==> src/rtl/mul_div_unit.sv <==
// Iterative RV32M multiply/divide unit: shift-add multiply, restoring divide on magnitudes.
// Define MDU_FAST_MUL_EN for a single-cycle combinational multiplier.
module mul_div_unit #(
    parameter int WIDTH = 32
) (
    input  logic             i_clk,
    input  logic             i_rst_n,
    input  logic             i_valid,
    input  logic [2:0]       i_op,
    input  logic [WIDTH-1:0] i_a,
    input  logic [WIDTH-1:0] i_b,
    input  logic             i_flush,
    output logic             o_ready,
    output logic             o_valid,
    output logic [WIDTH-1:0] o_result
);
    localparam int CW = $clog2(WIDTH + 1);
    localparam logic [WIDTH-1:0] MIN = {1'b1, {(WIDTH-1){1'b0}}};

    typedef enum logic [1:0] {IDLE, CALC, DONE} state_t;
    state_t r_state, w_next;

    logic [CW-1:0]    r_cnt;
    logic [2:0]       r_op;
    logic [WIDTH-1:0] r_hi, r_lo, r_opd, r_pend, r_result;
    logic             r_neg_q, r_neg_r;

    logic             w_a_sgn, w_b_sgn, w_a_neg, w_b_neg;
    logic [WIDTH-1:0] w_ma, w_mb;
    logic             w_div0, w_ovf, w_fast;
    logic [WIDTH-1:0] w_short_res, w_fast_res;

    assign w_a_sgn = (i_op == 3'b001) | (i_op == 3'b010) |
                     (i_op == 3'b100) | (i_op == 3'b110);
    assign w_b_sgn = (i_op == 3'b001) | (i_op == 3'b100) | (i_op == 3'b110);
    assign w_a_neg = w_a_sgn & i_a[WIDTH-1];
    assign w_b_neg = w_b_sgn & i_b[WIDTH-1];
    assign w_ma    = w_a_neg ? -i_a : i_a;
    assign w_mb    = w_b_neg ? -i_b : i_b;
    assign w_div0  = i_op[2] & (i_b == '0);
    assign w_ovf   = i_op[2] & ~i_op[0] & (i_a == MIN) & (&i_b);

    always_comb begin
        w_short_res = '0;
        if (w_div0)
            w_short_res = i_op[1] ? i_a : '1;
        else if (w_ovf)
            w_short_res = i_op[1] ? '0 : i_a;
    end

`ifdef MDU_FAST_MUL_EN
    logic [2*WIDTH-1:0] w_fprod, w_fprod_s;
    assign w_fprod   = {{WIDTH{1'b0}}, w_ma} * {{WIDTH{1'b0}}, w_mb};
    assign w_fprod_s = (w_a_neg ^ w_b_neg) ? -w_fprod : w_fprod;
    assign w_fast    = ~i_op[2];
    assign w_fast_res = (i_op[1:0] == 2'b00) ? w_fprod_s[WIDTH-1:0]
                                             : w_fprod_s[2*WIDTH-1:WIDTH];
`else
    assign w_fast     = 1'b0;
    assign w_fast_res = '0;
`endif

    // One radix-2 step; r_lo carries multiplier bits out / quotient bits in
    logic [WIDTH:0]     w_sum, w_shl, w_diff;
    logic [WIDTH-1:0]   w_hi_n, w_lo_n, w_q, w_r, w_fin;
    logic [2*WIDTH-1:0] w_prod, w_prod_s;

    assign w_sum  = {1'b0, r_hi} + (r_lo[0] ? {1'b0, r_opd} : '0);
    assign w_shl  = {r_hi, r_lo[WIDTH-1]};
    assign w_diff = w_shl - {1'b0, r_opd};

    always_comb begin
        w_hi_n = w_sum[WIDTH:1];
        w_lo_n = {w_sum[0], r_lo[WIDTH-1:1]};
        if (r_op[2]) begin
            w_hi_n = w_diff[WIDTH] ? w_shl[WIDTH-1:0] : w_diff[WIDTH-1:0];
            w_lo_n = {r_lo[WIDTH-2:0], ~w_diff[WIDTH]};
        end
    end

    assign w_prod   = {w_hi_n, w_lo_n};
    assign w_prod_s = r_neg_q ? -w_prod : w_prod;
    assign w_q      = r_neg_q ? -w_lo_n : w_lo_n;
    assign w_r      = r_neg_r ? -w_hi_n : w_hi_n;

    always_comb begin
        w_fin = w_prod_s[2*WIDTH-1:WIDTH];
        if (r_op[2])
            w_fin = r_op[1] ? w_r : w_q;
        else if (r_op[1:0] == 2'b00)
            w_fin = w_prod_s[WIDTH-1:0];
    end

    always_comb begin
        w_next = r_state;
        unique case (r_state)
            IDLE: if (i_valid && !i_flush)
                      w_next = (w_div0 | w_ovf | w_fast) ? DONE : CALC;
            CALC: if (i_flush)
                      w_next = IDLE;
                  else if (r_cnt == CW'(1))
                      w_next = DONE;
            DONE: w_next = IDLE;
            default: w_next = IDLE;
        endcase
    end

    always_ff @(posedge i_clk or negedge i_rst_n) begin
        if (!i_rst_n)
            r_state <= IDLE;
        else
            r_state <= w_next;
    end

    always_ff @(posedge i_clk or negedge i_rst_n) begin
        if (!i_rst_n) begin
            r_cnt    <= '0;
            r_op     <= '0;
            r_hi     <= '0;
            r_lo     <= '0;
            r_opd    <= '0;
            r_pend   <= '0;
            r_result <= '0;
            r_neg_q  <= 1'b0;
            r_neg_r  <= 1'b0;
        end else begin
            unique case (r_state)
                IDLE: if (i_valid && !i_flush) begin
                    r_op    <= i_op;
                    r_neg_q <= w_a_neg ^ w_b_neg;
                    r_neg_r <= w_a_neg;
                    r_cnt   <= CW'(WIDTH);
                    r_hi    <= '0;
                    r_lo    <= i_op[2] ? w_ma : w_mb;
                    r_opd   <= i_op[2] ? w_mb : w_ma;
                    if (w_div0 | w_ovf)
                        r_pend <= w_short_res;
                    else if (w_fast)
                        r_pend <= w_fast_res;
                end
                CALC: if (i_flush) begin
                    r_cnt <= '0;
                end else begin
                    r_hi  <= w_hi_n;
                    r_lo  <= w_lo_n;
                    r_cnt <= r_cnt - CW'(1);
                    if (r_cnt == CW'(1))
                        r_pend <= w_fin;
                end
                DONE: if (!i_flush)
                    r_result <= r_pend;
                default: ;
            endcase
        end
    end

    assign o_ready  = (r_state == IDLE);
    assign o_valid  = (r_state == DONE) && !i_flush;
    assign o_result = (r_state == DONE) ? r_pend : r_result;
endmodule

==> config.mk <==
export PLATFORM = sky130hd
export DESIGN_NAME = mul_div_unit
export DESIGN_NICKNAME = d
export VERILOG_FILES = /design/src/rtl/mul_div_unit.sv
export SDC_FILE = /design/constraint.sdc
export NUM_CORES = 1
export LEC_CHECK = 0
export CAP_MARGIN = 0
export CORE_UTILIZATION = 50
export CTS_BUF_LIST = sky130_fd_sc_hd__clkbuf_4
export DETAILED_ROUTE_END_ITERATION = 16
export PLACE_DENSITY_LB_ADDON = 0.08
export SETUP_SLACK_MARGIN = 0.5
export SYNTH_ARGS = -nofsm -noshare
export SYNTH_HDL_FRONTEND = slang
export SYNTH_SLANG_ARGS = --single-unit
==> constraint.sdc <==
create_clock -name i_clk -period 7.2 [get_ports i_clk]
set_clock_uncertainty 0.05 [all_clocks]
set_input_delay 1.44 -clock i_clk [delete_from_list [all_inputs] [get_ports i_clk]]
set_output_delay 1.44 -clock i_clk [all_outputs]
set_load 0.02 [all_outputs]
==> results.sh, run 1 <==
export IMPL_outcome="completed"
export IMPL_syn_area_per_cell_um2=7.538
export IMPL_holdPathEnd="r_result[8]"
export IMPL_worstHoldStart="r_result[8]"
export IMPL_cp_cell_sequence="ha_1 > nand4_1 > nor4_4 > a221oi_1 > a21oi_1 > a2111oi_2 > a21oi_1 > ha_1 > nand2_1 > or4_1 > a2111oi_0 > buf_4 > o211ai_1 > or2_2 > nor2_1 > a41o_1 > o22ai_1 > or3b_2 > nand3_1"
export IMPL_p_per_area_nw_per_um2=379.6
export IMPL_slew_headroom=0.2372
export IMPL_fp_dieArea_um2=36670
export IMPL_grtUsageMet3=0.08353
export IMPL_cp_arrival_ns=6.82
export IMPL_hold_ws_ns=0.4747
export IMPL_fmax_mhz=160.9
export IMPL_numCtsBuffers=17
export IMPL_layout_nets=2545
export IMPL_syn_cell_area_um2=17960
export IMPL_met2_usage=0.6095
export IMPL_viasPerCell=6.693
export IMPL_synth_cell_types=100
export IMPL_synth_nets=2526
export IMPL_hp_class="register to register"
export IMPL_yosysWarnings=0
export IMPL_drt_iter0_markers=2342
export IMPL_postSynthRegisterBits=173
export IMPL_cts_sinks=173
export IMPL_r2r_cells=19
export IMPL_worst_pin_slew_ns=1.142
export IMPL_slowest_delay_ns=0.63
export IMPL_cts_setup_buffers=0
export IMPL_synth_area_top_cells="dfrtp_1 24%, a21oi_1 6.2%, nand2_1 5.7%, o21ai_0 5.6%, nor2_1 5.6%"
export IMPL_min_period_ns=6.215
export IMPL_dp_slack_ns=0.9802
export IMPL_grt_busiest_layer="met2"
export IMPL_reg2reg_from="r_hi[24]"
export IMPL_grt_max_degree=104
export IMPL_synth_top_area_cell="dfrtp_1"
export IMPL_drv_slew=0
export IMPL_synth_seq_area_share=0.2411
export IMPL_synth_cells=2382
export IMPL_irDropWorstVdd_mv=0.2297
export IMPL_synth_top_cell_area_share=0.2411
export IMPL_period_share=0.8631
export IMPL_fin_util=0.5551
export IMPL_syn_to_final_growth_pct=9.686
export IMPL_cts_path_max_buffers=2
export IMPL_drv_cap=0
export IMPL_core_um2=35480
export IMPL_synth_common_cells="271 x nand2_1, 267 x nor2_1, 222 x a21oi_1"
export IMPL_layout_drive_gt1_share=0.08409
export IMPL_die_y_um=191.5
export IMPL_drcViolationCount=0
export IMPL_rrSetupSlack_ns=0.99
export IMPL_grt_pass1_wl_um=109800
export IMPL_hpwl_um=57550
export IMPL_placed_cells=2842
export IMPL_dieWidth_um=191.5
export IMPL_rows=69
export IMPL_globalplace_congestion=1.017
export IMPL_ioPinCount=105
export IMPL_grt_use_met1=0.5371
export IMPL_grt_overflow=0
export IMPL_synth_ff_type="dfrtp_1"
export IMPL_ant_nets=0
export IMPL_critPathMaxFanout=11
export IMPL_finalSetupViolations=0
export IMPL_grt_pass1_vias=17599
export IMPL_wirelength_um=74070
export IMPL_post_drt_wl_per_cell_um=25.75
export IMPL_start_util=0.5060
export IMPL_min_path_cells=1
export IMPL_num_vias=19257
export IMPL_crit_family="simple AND/OR/NAND/NOR gates"
export IMPL_required_ns=7.81
export IMPL_p_leak_nw=7.995
export IMPL_startpoint="r_hi[24]"
export IMPL_port_buffers=104
export IMPL_fin_ws_ns=0.9853
export IMPL_finalHoldViolations=0
export IMPL_synth_most_common_cell="nand2_1"
export IMPL_worstSetupStartpointType="register"
export IMPL_ctsHoldBuffers=0
export IMPL_setup_tns_ns=0
export IMPL_rsz0062_at_grt="false"
export IMPL_postCtsResizedCells=0
export IMPL_tritoncts="yes"
export IMPL_instances_no_fill=2877
export IMPL_clock_root_buffer="clkbuf_4"
export IMPL_cp_num_buf_inv=1
export IMPL_path_class="register to register"
export IMPL_htree_levels=4
export IMPL_antenna_found_initial=4
export IMPL_path_clk_slew_ns=0.22
export IMPL_grt_use_total=0.4057
export IMPL_synthArstFlopShare=1.000
export IMPL_fill_cells=3446
export IMPL_end_kind="register"
export IMPL_firstDrtPassIters=7
export IMPL_slowest_stage="a21oi_1"
export IMPL_clk_latency_ns=0.70
export IMPL_r2r_end="r_pend[16]"
export IMPL_synth_edf_count=0
## cell usage in the layout (no fill, tap or decap), types with 64 or more instances in the layout
master,n
ha_1,71
inv_1,65
a21oi_1,222
xnor2_1,88
clkdlybuf4s50_1,102
o21ai_0,201
mux2_2,83
xor2_1,64
dfrtp_1,172
mux2i_1,64
nor2_1,265
nor3_1,66
nand2_1,270
## layout make-up
class / count / area, um^2 / share of cell area
timing repair buffer: 145 / 1350 / 0.06855
tap: 461 / 576.8 / 0.02929
clock buffer: 17 / 127.6 / 0.006480
inverter: 68 / 255.2 / 0.01296
sequential: 173 / 4333 / 0.2200
antenna: 2 / 5.005 / 0.0002541
clock inverter: 15 / 205.2 / 0.01042
multi-input combinational: 1996 / 12840 / 0.6521
## layer usage
layer  wire length, um  vias to the layer above  share of wire
met5                14                        -        0.00019
met4              4572                        2          0.062
met3              7367                      204          0.099
met2             31820                     1057           0.43
met1             30300                     9279           0.41
li1                  -                     8715              -
## kinds of logic (layout without fill, tap and decap cells)
logic type                 after synthesis  after routing  synth area share
xor gates and xnor gates               152            152           0.07414
muxes                                  149            149           0.08912
and+or+nand+nor                        873            873            0.2309
adders and majority gates               73             73           0.05170
other                                    0              2                 0
AOI/OAI and AO/OA                      749            749            0.2669
DFF                                    173            173            0.2411
buffers and inverters                  213            245           0.04620
## metrics by stage
step	cell area [um^2]	total power (W)
after floorplan	17960	0.005021
after global placement	19350	0.006595
after detailed placement	19350	0.006639
after CTS	19680	0.007332
after global routing	19690	0.007891
final	19700	0.007477
## sequential cells by signal (all words and copies together), names as in the netlist
register / flops
r_hi: 32
r_result: 32
r_opd: 32
r_pend: 32
r_neg_r: 1
r_state: 2
r_op: 3
r_lo: 32
r_cnt: 6
r_neg_q: 1
## report_power, final
group | switching (W) | internal, W | total, W | leakage (nW)
clock network | 0.000452 | 0.000227 | 0.000679 | 0.172
logic | 0.00330 | 0.00185 | 0.00516 | 5.65
registers | 0.000387 | 0.00126 | 0.00164 | 2.18
total | 0.00414 | 0.00333 | 0.00748 | 7.99
## worst register-to-register path, stage by stage (launching register included)
cell and delay (ns):
dfrtp_1 0.46, ha_1 0.48, nand4_1 0.25, nor4_4 0.40, a221oi_1 0.16, a21oi_1 0.63
a2111oi_2 0.15, a21oi_1 0.21, ha_1 0.20, nand2_1 0.09, or4_1 0.57, a2111oi_0 0.46
buf_4 0.20, o211ai_1 0.17, or2_2 0.43, nor2_1 0.36, a41o_1 0.25, o22ai_1 0.08
or3b_2 0.50, nand3_1 0.08
## worst max-delay path by stage
stage	to	slack (ns)	cells past startpoint
CTS	r_pend[16]	0.98	22
detailed placement	r_pend[16]	0.98	22
finish	r_pend[16]	0.99	19
global route	r_pend[26]	0.65	20
global placement	r_pend[16]	1.14	22
floorplan	r_pend[16]	0.76	21
Note: power is estimated with default switching activity, not from simulation.
==> run 2: changes to the inputs <==
Settings changed: CELL_PAD_IN_SITES_DETAIL_PLACEMENT set to 2, CELL_PAD_IN_SITES_GLOBAL_PLACEMENT set to 2, CORE_UTILIZATION 50 to 37.
==> run 2 against run 1 <==
Critical path depth is 2 lower. Core utilization is 14 points lower. Die area is 35% higher. Final area is 1.0% higher. First-iteration DRC count is 41% lower. Fmax is 1.5% lower. Largest power group unchanged.
==> results.sh, run 2 (synthesis results as in run 1) <==
export IMPL_core_um2=47850
export IMPL_dieWidth_um=222.3
export IMPL_layout_drive_gt1_share=0.08753
export IMPL_r2r_cells=17
export IMPL_dp_slack_ns=0.9364
export IMPL_min_period_ns=6.308
export IMPL_rows=80
export IMPL_firstDrtPassIters=6
export IMPL_htree_levels=4
export IMPL_post_dp_cell_area_um2=19590
export IMPL_outcome="completed"
export IMPL_p_per_area_nw_per_um2=389.2
export IMPL_clock_root_buffer="clkbuf_4"
export IMPL_rsz0062_at_grt="false"
export IMPL_grt_use_met1=0.4637
export IMPL_irDropWorstVdd_mv=0.1730
export IMPL_finalSetupViolations=0
export IMPL_drt_iter0_markers=1392
export IMPL_fin_ws_ns=0.8918
export IMPL_hp_class="register to register"
export IMPL_required_ns=7.84
export IMPL_drcViolationCount=0
export IMPL_grtUsageMet3=0.05475
export IMPL_final_cell_mix="270 x nand2_1, 265 x nor2_1, 222 x a21oi_1, 201 x o21ai_0, 172 x dfrtp_1"
export IMPL_start_util=0.3753
export IMPL_fmax_mhz=158.5
export IMPL_die_y_um=222.3
export IMPL_worstSetupStartpointType="register"
export IMPL_period_share=0.8761
export IMPL_r2r_end="r_pend[31]"
export IMPL_globalplace_congestion=0.9612
export IMPL_worst_pin_slew_ns=1.045
export IMPL_cts_path_max_buffers=2
export IMPL_path_clk_slew_ns=0.18
export IMPL_path_class="register to register"
export IMPL_finalHoldViolations=0
export IMPL_ant_nets=0
export IMPL_grt_pass1_wl_um=134200
export IMPL_num_vias=19372
export IMPL_setup_tns_ns=0
export IMPL_cts_sinks=173
export IMPL_grt_busiest_layer="met2"
export IMPL_grt_pass1_vias=20234
export IMPL_ctsHoldBuffers=0
export IMPL_power_w=0.007744
export IMPL_drv_slew=0
export IMPL_fp_dieArea_um2=49420
export IMPL_wirelength_um=89570
export IMPL_cp_endpoint="r_pend[31]"
export IMPL_post_drt_wl_per_cell_um=29.45
export IMPL_end_kind="register"
export IMPL_syn_to_final_growth_pct=10.81
export IMPL_reg2reg_from="r_lo[31]"
export IMPL_port_buffers=104
export IMPL_final_area_um2=19900
export IMPL_cp_arrival_ns=6.95
export IMPL_viasPerCell=6.370
export IMPL_met2_usage=0.5951
export IMPL_layout_commonest_cell="nand2_1"
export IMPL_p_leak_nw=8.012
export IMPL_drv_cap=0
export IMPL_clk_latency_ns=0.80
export IMPL_startpoint="r_lo[31]"
export IMPL_grt_overflow=0
export IMPL_grt_max_degree=104
export IMPL_grt_use_total=0.3651
export IMPL_rrSetupSlack_ns=0.89
export IMPL_critPathMaxFanout=18
export IMPL_ioPinCount=105
export IMPL_layout_nets=2553
export IMPL_antenna_found_initial=10
export IMPL_tritoncts="yes"
export IMPL_numCtsBuffers=17
export IMPL_slew_headroom=0.2924
export IMPL_hold_ws_ns=0.4799
export IMPL_hpwl_um=71390
==> run 2: cell count changes in the layout (fill, tap and decap cells not counted), sizes merged <==
| cell | before | now |
|---|---|---|
| clkinv | 8 | 7 |
| diode | 2 | 4 |
| inv | 72 | 74 |
| bufinv | 2 | 0 |
| clkbuf | 18 | 19 |
| buf | 42 | 50 |
==> run 2: layer usage <==
metal	vias to the layer above	share of wire
met5	-	0.00013
met4	2	0.054
met3	152	0.053
met2	565	0.47
met1	9923	0.43
li1	8730	-
==> run 2: worst min path at each step <==
stage / startpoint / endpoint / depth (start not counted)
finish: r_result[9] / r_result[9] / 1
global route: i_rst_n / r_opd[24] / 1
CTS: i_rst_n / r_hi[25] / 1
detailed placement: r_result[22] / r_result[22] / 1
global placement: r_opd[30] / r_opd[30] / 2
floorplan: r_pend[24] / r_pend[24] / 2
==> run 2: per-stage QoR <==
step           cells  utilization
6_report        3041       0.4159
5_1_grt         3039       0.4158
4_1_cts         3035       0.4154
3_5_place_dp    3003       0.4095
3_3_place_gp    3002       0.4094
2_1_floorplan   2382            -
==> run 2: final cells by class <==
cell class,count,area (um^2)
Sequential cell,173,4333
Tap cell,615,769.5
Inverter,68,255.2
Clock buffer,18,135.1
Multi-Input combinational cell,1996,12840
Timing Repair Buffer,153,1408
Fill cell,5595,27950
Antenna cell,4,10.01
Clock inverter,14,145.1
==> run 2: report_power, final <==
| group | internal (W) | switching [W] | leakage [nW] | total (W) |
|---|---|---|---|---|
| clock | 0.000160 | 0.000471 | 0.151 | 0.000630 |
| combinational | 0.00188 | 0.00356 | 5.68 | 0.00544 |
| sequential | 0.00126 | 0.000417 | 2.18 | 0.00167 |
| total | 0.00329 | 0.00445 | 8.01 | 0.00774 |
==> run 2: repair_timing <==
action | CTS | global route
endpoints found under the setup margin | 0 | 9
gates resized for setup | 0 | 0
setup buffers | 0 | 2
==> run 2: worst max-delay path, cell delays in order, from the launching register on <==
cell and delay, ns:
dfrtp_1 0.45, inv_1 0.09, ha_1 0.17, inv_1 0.06, fa_1 0.43, a211oi_2 0.29
o211ai_1 0.18, a32o_1 0.31, o2111a_1 0.34, a211oi_4 0.84, mux2_1 0.43, a21oi_2 0.45
nand3_2 0.21, or4b_1 0.75, or4_4 0.58, and3_1 0.20, o31ai_1 0.29, a32oi_1 0.09
==> run 3: changes to the inputs <==
Settings changed: CORE_UTILIZATION 37 to 40, DONT_BUFFER_PORTS set to 1, SLEW_MARGIN set to 25.
==> run 3 against run 2 <==
Register-to-register slack lost 0.16 ns. Critical endpoint is now r_pend[8]. Combinational power shrank 3%. Critical path type unchanged. Final cell count decreased by 4.4%. Core utilization increased by 0.87 points. Critical path depth is 5 higher. Wire length shrank 1.6%. Power is 1.8% lower. Sequential power about the same. Global-route usage up 2.2 points. Non-clock buffer count shrank 111. Sequential share of layout area is 1.3 points higher. Hold slack lost 0.22 ns. Largest cell class unchanged.
==> results.sh, run 3 (synthesis results as in run 1) <==
export IMPL_outcome="completed"
export IMPL_ant_nets=0
export IMPL_p_int_w=0.003196
export IMPL_rows=77
export IMPL_ioPinCount=105
export IMPL_p_leak_nw=7.584
export IMPL_r2r_end="r_pend[8]"
export IMPL_end_kind="register"
export IMPL_numCtsBuffers=17
export IMPL_worstSetupStartpointType="register"
export IMPL_clk_latency_ns=0.79
export IMPL_htree_levels=4
export IMPL_layout_commonest_cell="nand2_1"
export IMPL_finalHoldViolations=0
export IMPL_dieWidth_um=213.9
export IMPL_r2r_cells=22
export IMPL_grt_pass1_wl_um=128800
export IMPL_grt_max_degree=174
export IMPL_wirelength_um=88140
export IMPL_path_class="register to register"
export IMPL_slowest_stage="or4_1"
export IMPL_slew_headroom=0.2502
export IMPL_setup_tns_ns=0
export IMPL_p_switching_w=0.004406
export IMPL_core_um2=44220
export IMPL_drcViolationCount=0
export IMPL_rsz0062_at_grt="false"
export IMPL_cts_path_max_buffers=2
export IMPL_path_clk_slew_ns=0.19
export IMPL_cts_sinks=173
export IMPL_slowest_delay_ns=0.61
export IMPL_layout_nets=2442
export IMPL_hpwl_um=69350
export IMPL_clkPwrFrac=0.083
export IMPL_cp_endpoint="r_pend[8]"
export IMPL_cp_num_buf_inv=3
export IMPL_tritoncts="yes"
export IMPL_drt_iter0_markers=1552
export IMPL_p_comb_frac=0.695
export IMPL_antenna_found_initial=5
export IMPL_cp_cell_sequence="inv_1 > ha_1 > inv_1 > fa_1 > a211oi_2 > o211ai_1 > a32o_1 > o211ai_1 > a2111oi_2 > a21oi_1 > ha_1 > nand2_1 > or4_1 > a2111oi_0 > buf_4 > o211ai_1 > or2_2 > nor2_1 > a21oi_1 > o21ai_0 > a21oi_1 > nor2_1"
export IMPL_p_per_area_nw_per_um2=404.9
export IMPL_required_ns=7.89
export IMPL_finalSetupViolations=0
export IMPL_period_share=0.8985
export IMPL_drv_cap=0
export IMPL_startpoint="r_lo[31]"
export IMPL_drv_slew=0
export IMPL_num_vias=19089
export IMPL_fill_cells=5152
export IMPL_fp_dieArea_um2=45740
export IMPL_grt_overflow=0
export IMPL_cp_arrival_ns=7.16
export IMPL_switching_share=0.5796
export IMPL_start_util=0.4060
export IMPL_firstDrtPassIters=5
export IMPL_clock_root_buffer="clkbuf_4"
export IMPL_syn_to_final_growth_pct=4.564
export IMPL_final_cell_mix="270 x nand2_1, 265 x nor2_1, 222 x a21oi_1, 200 x o21ai_0, 172 x dfrtp_1"
export IMPL_rrSetupSlack_ns=0.73
export IMPL_critPathMaxFanout=7
export IMPL_fin_util=0.4246
export IMPL_irDropWorstVdd_mv=0.1702
export IMPL_hp_class="input port to asynchronous set/reset pin"
export IMPL_ctsHoldBuffers=0
export IMPL_reg2reg_from="r_lo[31]"
export IMPL_die_y_um=213.9
export IMPL_globalplace_congestion=0.9672
export IMPL_layout_drive_gt1_share=0.08741
export IMPL_seq_power_share=0.222
export IMPL_crit_family="compound AO/OA/AOI/OAI gates"
export IMPL_grt_use_total=0.3871
export IMPL_grt_pass1_vias=19688
export IMPL_viasPerCell=6.567
export IMPL_worst_pin_slew_ns=1.125
export IMPL_post_drt_wl_per_cell_um=30.32
export IMPL_port_buffers=0
export IMPL_fmax_mhz=154.6
export IMPL_min_period_ns=6.469
export IMPL_crit_cells=22
[run 3: power by group through the flow]
stage / Sequential, W / Clock (W) / Combinational, W
3_3_place_gp: 0.00167 / 0 / 0.00497
3_5_place_dp: 0.00169 / 0 / 0.00516
4_1_cts: 0.00167 / 0.000646 / 0.00519
6_report: 0.00169 / 0.000629 / 0.00529
5_1_grt: 0.00171 / 0.000670 / 0.00560
2_1_floorplan: 0.00147 / 0 / 0.00355
[run 3: routing by layer]
metal / vias to the layer above / track usage / share of wire
li1: 8504 / - / -
met1: 9789 / 0.4937 / 0.43
met4: 2 / 0.1909 / 0.052
met2: 628 / 0.6338 / 0.46
met3: 166 / 0.06210 / 0.055
met5: - / 0 / 0.00012
[run 3: area by class of cell]
type | instances | area [um^2] | area share
Multi-Input combinational cell | 1996 | 12840 | 0.6841
Sequential cell | 173 | 4333 | 0.2308
Tap cell | 592 | 740.7 | 0.03945
Timing Repair Buffer | 42 | 315.3 | 0.01679
Inverter | 68 | 255.2 | 0.01359
Clock inverter | 15 | 150.1 | 0.007997
Clock buffer | 17 | 127.6 | 0.006797
Antenna cell | 4 | 10.01 | 0.0005331
[run 3: how the worst min path moves through the flow]
stage | start | end | slack [ns] | cells after the start
3_5_place_dp | r_result[7] | r_result[7] | 0.45 | 1
4_1_cts | i_rst_n | r_hi[22] | 0.18 | 0
5_1_grt | i_rst_n | r_opd[19] | 0.21 | 0
2_1_floorplan | r_pend[24] | r_pend[24] | 0.40 | 2
6_report | i_rst_n | r_hi[22] | 0.26 | 0
3_3_place_gp | r_result[3] | r_result[3] | 0.44 | 1
[run 3: stage by stage]
stage          instance area (um^2)  hold slack (ns)  std cells  worst slack [ns]  total power (W)
2_1_floorplan                 17960           0.4041       2382            0.7601         0.005021
3_3_place_gp                  18480           0.4353       2870            0.8984         0.006632
3_5_place_dp                  18480           0.4464       2870            0.6335         0.006851
4_1_cts                       18760           0.1780       2902            0.6190         0.007509
5_1_grt                       18780           0.2136       2907            0.4808         0.007985
6_report                      18780           0.2640       2907            0.7308         0.007602
[run 3: what timing repair did]
action	4_1_cts	5_1_grt
setup buffers	0	1
resized for setup	0	1
setup endpoints to repair	0	9
